`src/rtl/trigger_cfg_seq.sv`:
```
// Trigger configuration sequencer: replays a preloaded (address, data) table onto the
// trigger write bus on start. Optional abort support is built when TRIGGER_CFG_ABORT_EN is defined.
module trigger_cfg_seq #(
    parameter int BDW = 32,
    parameter int BAW = 6,
    parameter int CDP = 16,
    parameter int CAW = $clog2(CDP)
) (
    input  logic           clk,
    input  logic           rst,
    input  logic           ld_wvalid,
    output logic           ld_wready,
    input  logic [BAW-1:0] ld_waddr,
    input  logic [BDW-1:0] ld_wdata,
    input  logic           ld_clr,
    input  logic           ctl_start,
    output logic           ctl_busy,
    output logic           ctl_done,
`ifdef TRIGGER_CFG_ABORT_EN
    input  logic           ctl_abort,
    output logic           ctl_abrt,
`endif
    output logic [CAW:0]   ctl_cnt,
    input  logic           bus_wready,
    output logic           bus_wvalid,
    output logic [BAW-1:0] bus_waddr,
    output logic [BDW-1:0] bus_wdata
);

    typedef enum logic [1:0] {
        IDLE,
        PLAY,
        DONE
    } state_t;

    localparam logic [CAW:0] CNT_FULL = (CAW+1)'(CDP);
    localparam logic [CAW:0] CNT_ONE  = (CAW+1)'(1);

    state_t               state;
    logic [CAW:0]         cnt;
    logic [CAW-1:0]       ptr;
    logic [CAW-1:0]       ptr_nxt;
    logic                 last;
    logic                 abort_req;
    logic [BAW+BDW-1:0]   tbl [CDP];

`ifdef TRIGGER_CFG_ABORT_EN
    assign abort_req = ctl_abort;
`else
    assign abort_req = 1'b0;
`endif

    assign ctl_cnt   = cnt;
    assign ptr_nxt   = ptr + CAW'(1);
    assign last      = ({1'b0, ptr} == (cnt - CNT_ONE));
    // Gated by rst so the load port reads not-ready while reset is held.
    assign ld_wready = rst && (state == IDLE) && !ld_clr && !ctl_start && (cnt < CNT_FULL);

    // Table storage is deliberately left without reset.
    always_ff @(posedge clk) begin
        if (ld_wvalid && ld_wready)
            tbl[cnt[CAW-1:0]] <= {ld_waddr, ld_wdata};
    end

    always_ff @(posedge clk) begin
        if (!rst) begin
            state      <= IDLE;
            cnt        <= '0;
            ptr        <= '0;
            ctl_busy   <= 1'b0;
            ctl_done   <= 1'b0;
            bus_wvalid <= 1'b0;
            bus_waddr  <= '0;
            bus_wdata  <= '0;
`ifdef TRIGGER_CFG_ABORT_EN
            ctl_abrt   <= 1'b0;
`endif
        end else begin
            ctl_done <= 1'b0;
`ifdef TRIGGER_CFG_ABORT_EN
            ctl_abrt <= 1'b0;
`endif
            case (state)
                IDLE: begin
                    if (ld_clr)
                        cnt <= '0;
                    else if (ld_wvalid && ld_wready)
                        cnt <= cnt + CNT_ONE;
                    // A clear coinciding with start empties the table first, so nothing replays.
                    if (ctl_start) begin
                        if (ld_clr || cnt == '0) begin
                            state    <= DONE;
                            ctl_done <= 1'b1;
                        end else begin
                            state                  <= PLAY;
                            ptr                    <= '0;
                            ctl_busy               <= 1'b1;
                            bus_wvalid             <= 1'b1;
                            {bus_waddr, bus_wdata} <= tbl[0];
                        end
                    end
                end
                PLAY: begin
                    if ((bus_wready && last) || abort_req) begin
                        state      <= DONE;
                        ctl_busy   <= 1'b0;
                        bus_wvalid <= 1'b0;
                        ctl_done   <= 1'b1;
`ifdef TRIGGER_CFG_ABORT_EN
                        ctl_abrt   <= abort_req;
`endif
                    end else if (bus_wready) begin
                        ptr                    <= ptr_nxt;
                        {bus_waddr, bus_wdata} <= tbl[ptr_nxt];
                    end
                end
                DONE:    state <= IDLE;
                default: state <= IDLE;
            endcase
        end
    end

endmodule

```
`config.mk`:
```
export PLATFORM = sky130hd
export DESIGN_NAME = trigger_cfg_seq
export DESIGN_NICKNAME = d
export VERILOG_FILES = /design/src/rtl/trigger_cfg_seq.sv
export SDC_FILE = /design/constraint.sdc
export NUM_CORES = 1
export LEC_CHECK = 0
export CAP_MARGIN = 30
export CORE_ASPECT_RATIO = 1.75
export CORE_MARGIN = 2
export CORE_UTILIZATION = 40
export CTS_BUF_LIST = sky130_fd_sc_hd__clkbuf_2 sky130_fd_sc_hd__clkbuf_4 sky130_fd_sc_hd__clkbuf_8
export DETAILED_ROUTE_END_ITERATION = 8
export DONT_BUFFER_PORTS = 1
export HOLD_SLACK_MARGIN = 0.15
export PLACE_DENSITY_LB_ADDON = 0.25
export SYNTH_ARGS = -nofsm -noshare
export SYNTH_HDL_FRONTEND = slang
export SYNTH_SLANG_ARGS = --single-unit
```
`constraint.sdc`:
```
create_clock -name clk -period 9.9 [get_ports clk]
set_input_delay 2.475 -clock clk [delete_from_list [all_inputs] [get_ports clk]]
set_output_delay 2.475 -clock clk [all_outputs]
set_load 0.05 [all_outputs]
```
* Word level (Yosys, flattened, before mapping)
Memories as Yosys holds them, arrays and structs flattened.
Cells that the tools add are included.
** Storage, ports and cells
- Flip-flop bits (word level) :: 51
- Bits in latches :: 0
- RAM bits :: 608
- Bits in read-only memories :: 0
- Input port bits :: 44
- Output and inout port bits :: 47
- Word-level logic and storage cells :: 67
- Memories :: 1
** Operators by class
- Add/subtract/negate cells :: 3
- Multiply operators :: 0
- Div/mod/pow operators :: 0
- $lt $le $gt $ge :: 1
- Eq/ne operators :: 7
- Shift operators :: 0
- Muxes and demuxes :: 31
- Bitwise gates (word level) :: 0
- Reduce and logical (&&, ||, !) cells :: 17
** Memories
- tbl :: words 16, width 38, rd ports 2, clocked after Yosys merged registers in 0, wr ports 1, line 45 : logic [BAW+BDW-1:0] tbl [CDP];
** Operators by type and width (count)
- 32-bit 2-to-1 mux :: 4
- 32-bit case mux with 2 select lines :: 1
- 6-bit 2-to-1 mux :: 4
- 4-bit 2-to-1 mux :: 4
- 6-bit case mux with 2 select lines :: 1
- 5-bit 2-to-1 mux :: 2
- 2-bit != test (second input constant) :: 5
- 1-bit 2-to-1 mux :: 8
- 4-bit case mux with 2 select lines :: 1
- 1-bit logical AND :: 6
- 2-bit 2-to-1 mux :: 3
- 5-bit by 1-bit adder with 5-bit output (second input constant) :: 1
- 4-bit by 5-bit == test with 1-bit output :: 1
- 5-bit zero test :: 1
- 5-bit < comparator (second input constant) :: 1
- 5-bit AND reduction :: 1
- 5-bit by 1-bit subtractor with 5-bit output (second input constant) :: 1
- 4-bit by 1-bit adder with 4-bit output (second input constant) :: 1
- 1-bit case mux with 2 select lines :: 2
- 2-bit case mux with 2 select lines :: 1
- 2-bit AND reduction :: 2
- 4-bit AND reduction :: 1
- 2-bit nonzero test :: 2
- 2-bit by 1-bit == test with 1-bit output (second input constant) :: 1
- 3 further kinds :: 4

* Depth between registers and ports, before layout
- Depth in word-level cells :: 8
- Gate-level depth with buffers :: 10
- Depth with buffers taken out :: 7

* Worst setup path before layout
OpenSTA, ideal clock, no wires.
- Path kind :: input-to-reg
- Start :: input rst
- End :: memory tbl[0][0] in the netlist's numbering (enable)
- Library setup time :: 0.481 ns
- Arrival :: 6.355 ns
- Required time :: 9.419 ns
- Setup slack :: 3.064 ns
- Cell stages on the path :: 6
- Path buffers :: 2
- Cell sequence :: clkbuf_1 -> and4_1 -> and2_1 -> clkbuf_1 -> nand2_1 -> nor3_1
** On the way
- Cells in the longest elaborated chain, start to end :: 7
** RTL lines
- start, declared :: line 10 : input logic rst,
- 1-bit logical AND (4 in a row) :: line 57 : assign ld_wready = rst && (state == IDLE) && !ld_clr && !ctl_start && (cnt < CNT_FULL);
- via ld_wready :: line 12 : output logic ld_wready,
- 1-bit logical AND :: line 61 : if (ld_wvalid && ld_wready)
- 1-bit 2-to-1 mux :: line 61
- 1-bit 2-to-1 mux (implied by the code) :: line 62 : tbl[cnt[CAW-1:0]] <= {ld_waddr, ld_wdata};
- end, declared :: line 45
The timed path passes the listed nets, and every way through them passes these cells.

* Worst setup path in the final report
- Start :: input ctl_start
- End :: output ld_wready
** On the way
- Cells in the longest elaborated chain, start to end :: 3
** RTL lines
- start, declared :: line 16 : input logic ctl_start,
- 1-bit zero test :: line 57
- 1-bit logical AND (2 in a row) :: line 57
- end, declared :: line 12
Every way passes these cells.

==> impl_metrics.ini <==
[outcome]
outcome = finished clean

[cts]
h-tree-depth = 3
ctsResizeCount = 0
cts_buffers = 93
path_clk_slew_ps = 60
postCtsHoldBufs = 0
clock-sinks = 659
max-clock-path-buffers = 3
root_buffer = clkbuf_8
cts_tree = built
postCtsSetupRepairBufs = 0
clock_latency_ps = 670

[worst_setup_path]
cp.buffers_inverters = 0
r2r_start = ptr[0]
cp-start-kind = primary input
max_stage_delay_ps = 530
worstPathRequired_ps = 7430
cp-end-kind = output pin
crit_chain = nor2_1 > and4_1
worstSetupPathType = primary input to output pin
worstSetupStartpoint = ctl_start
slowest_stage = and4_1
cp_top_family = simple AND/OR/NAND/NOR gates
crit_arrival_ps = 3080
crit_path_max_fanout = 4

[drt]
wl_per_cell_um = 27.5
vias = 12253
ant_nets = 0
wirelength_um = 58100
wl_met1_um = 21700
met3WireLength_um = 4200
first_iter_violations = 1101
dr.max_layer_used = met4
firstDrtPassIters = 5
vias_per_cell = 5.79
drc = 0
wl_met2_um = 30600

[synth]
async_flop_share_pct = 0
synthSimpleGateAreaFrac_pct = 1.28
syn-cell-area_um2 = 25400
synth_top_family_by_area = multiplexers
synth_common_cells = edfxtp_1 (608), mux4_2 (152), mux2_2 (76), clkbuf_1 (51), dfxtp_1 (51)
synth.most_common_cell = edfxtp_1
synth_fa_ha_area_share_pct = 0.246
synth.avg_cell_area_um2 = 21.4
synth-edff-count = 608
yosysWarnings = 0
synth_area_leaders = edfxtp_1 (72%), mux4_2 (13%), dfxtp_1 (4.0%)
synth_cell_type_count = 40
synth_mux_area_share_pct = 16.8
synth_fp_nets = 1238
synth-xor-area-share_pct = 0.413
seq_area_frac_synth_pct = 75.8
synth_top_area_cell = edfxtp_1
synthCells = 1189
synth_compound_area_share_pct = 3.93
ys_ff_latch = 659
synth_top_cell_area_share_pct = 71.8
synth_flop_cell = edfxtp_1

[finish]
nets = 1285
drive_above_1_share_pct = 33.2
area_growth_pct = 11.7
nFillCells = 5298

[job]
cap_violations = 0

[global_route]
grt_overflow_total = 0
antenna_found_initial = 1
grt_max_degree = 117
grt_usage_pct = 17.9
grt_pass1_wl_um = 85800
grt_pass1_vias = 13113

[hold_path]
hold_class = register to register
holdCritStartpoint = state[1]

[sta]
slew_headroom_pct = 35.5
finalClockSkew_ps = 25.6
worst_pin_slew_ps = 968
setup_violations = 0
maxSlewViolCount = 0
rsz0062_at_grt = false
period_share_pct = 56.1
min_period_ps = 5550
finalHoldViolations = 0
fmax_mhz = 180
setup_tns_ps = 0

[floorplan]
io_pins = 91
die_h_um = 338
start_util_pct = 40.3
rows = 122
dieWidth_um = 195
core_area_um2 = 63000
die_area_um2 = 65700

[placed_design]
gp_congestion = 0.717
dp_hpwl_um = 29600
portBuffers = 0

[power_and_ir_drop]
power.total_mw = 5.28
peakVddDrop_uv = 87.1
p_per_area_nw_per_um2 = 186
p_leak_nw = 8.49
-- cell families (layout without fill, tap and decap cells) --
group	Yosys count	after routing
flops	659	659
mux	228	228
compound gates	134	134
buf+inv	87	208
simple gates	64	64
xor+xnor	12	12
fa+ha+maj	5	5
other cells	0	1
-- flip-flops by register name, summed over array words and instances (netlist names) --
signal and flops:
tbl 608, ctl_done 1, ctl_cnt 5, state 2, ptr 4, bus_waddr 6
bus_wvalid 1, bus_wdata 32
-- per-layer routing --
metal  vias to the layer above  global-route usage [%]
li1                       5150                       -
met1                      6564                    20.9
met2                       424                    32.2
met3                       115                    4.17
met4                         0                    6.89
met5                         -                       0
-- worst paths after layout --
kind                         to  slack (ps)  depth (start not counted)
setup reg to reg  bus_wdata[12]        6140                          6
setup / recovery      ld_wready        4350                          2
hold reg to reg        state[1]         640                          1
hold / removal         state[1]         640                          1
-- cell usage in the layout (no fill, tap or decap), types with 10 or more instances in the layout --
master,synthesis,final
nand2_1,10,10
nor2_4,0,13
a211oi_1,41,41
buf_4,1,24
mux4_2,152,152
clkbuf_4,0,37
clkbuf_8,0,100
clkinv_1,1,21
nor2_1,23,10
mux2_2,76,76
a222oi_1,38,38
dfxtp_1,51,50
edfxtp_1,608,608
a21oi_1,45,45
-- cell type report --
type | instances | area (um^2) | area share (%)
sequential | 659 | 19300 | 67.9
multi-input combinational | 443 | 5930 | 20.9
clock buffer | 137 | 1650 | 5.82
tap | 806 | 1010 | 3.55
timing repair buffer | 30 | 294 | 1.04
clock inverter | 32 | 198 | 0.696
inverter | 9 | 33.8 | 0.119
antenna | 1 | 2.50 | 0.00881
-- where the power goes --
part	internal [mW]	total [mW]	switching, mW
sequential	3.05	3.10	0.0521
clock	1.12	2.12	0.997
combinational	0.0221	0.0604	0.0383
-- through the flow --
stage	instances	util (%)	hold slack, ps	area [um^2]	setup WS [ps]
finish	2117	45.1	642	28400	4350
global route	2117	45.1	660	28400	4330
CTS	2115	45.0	642	28400	4340
detailed placement	1946	42.1	623	26500	4340
global placement	1943	42.0	616	26500	4280
floorplan	1189	-	550	25400	3060
No activity file was read; power rests on OpenSTA's default activity.
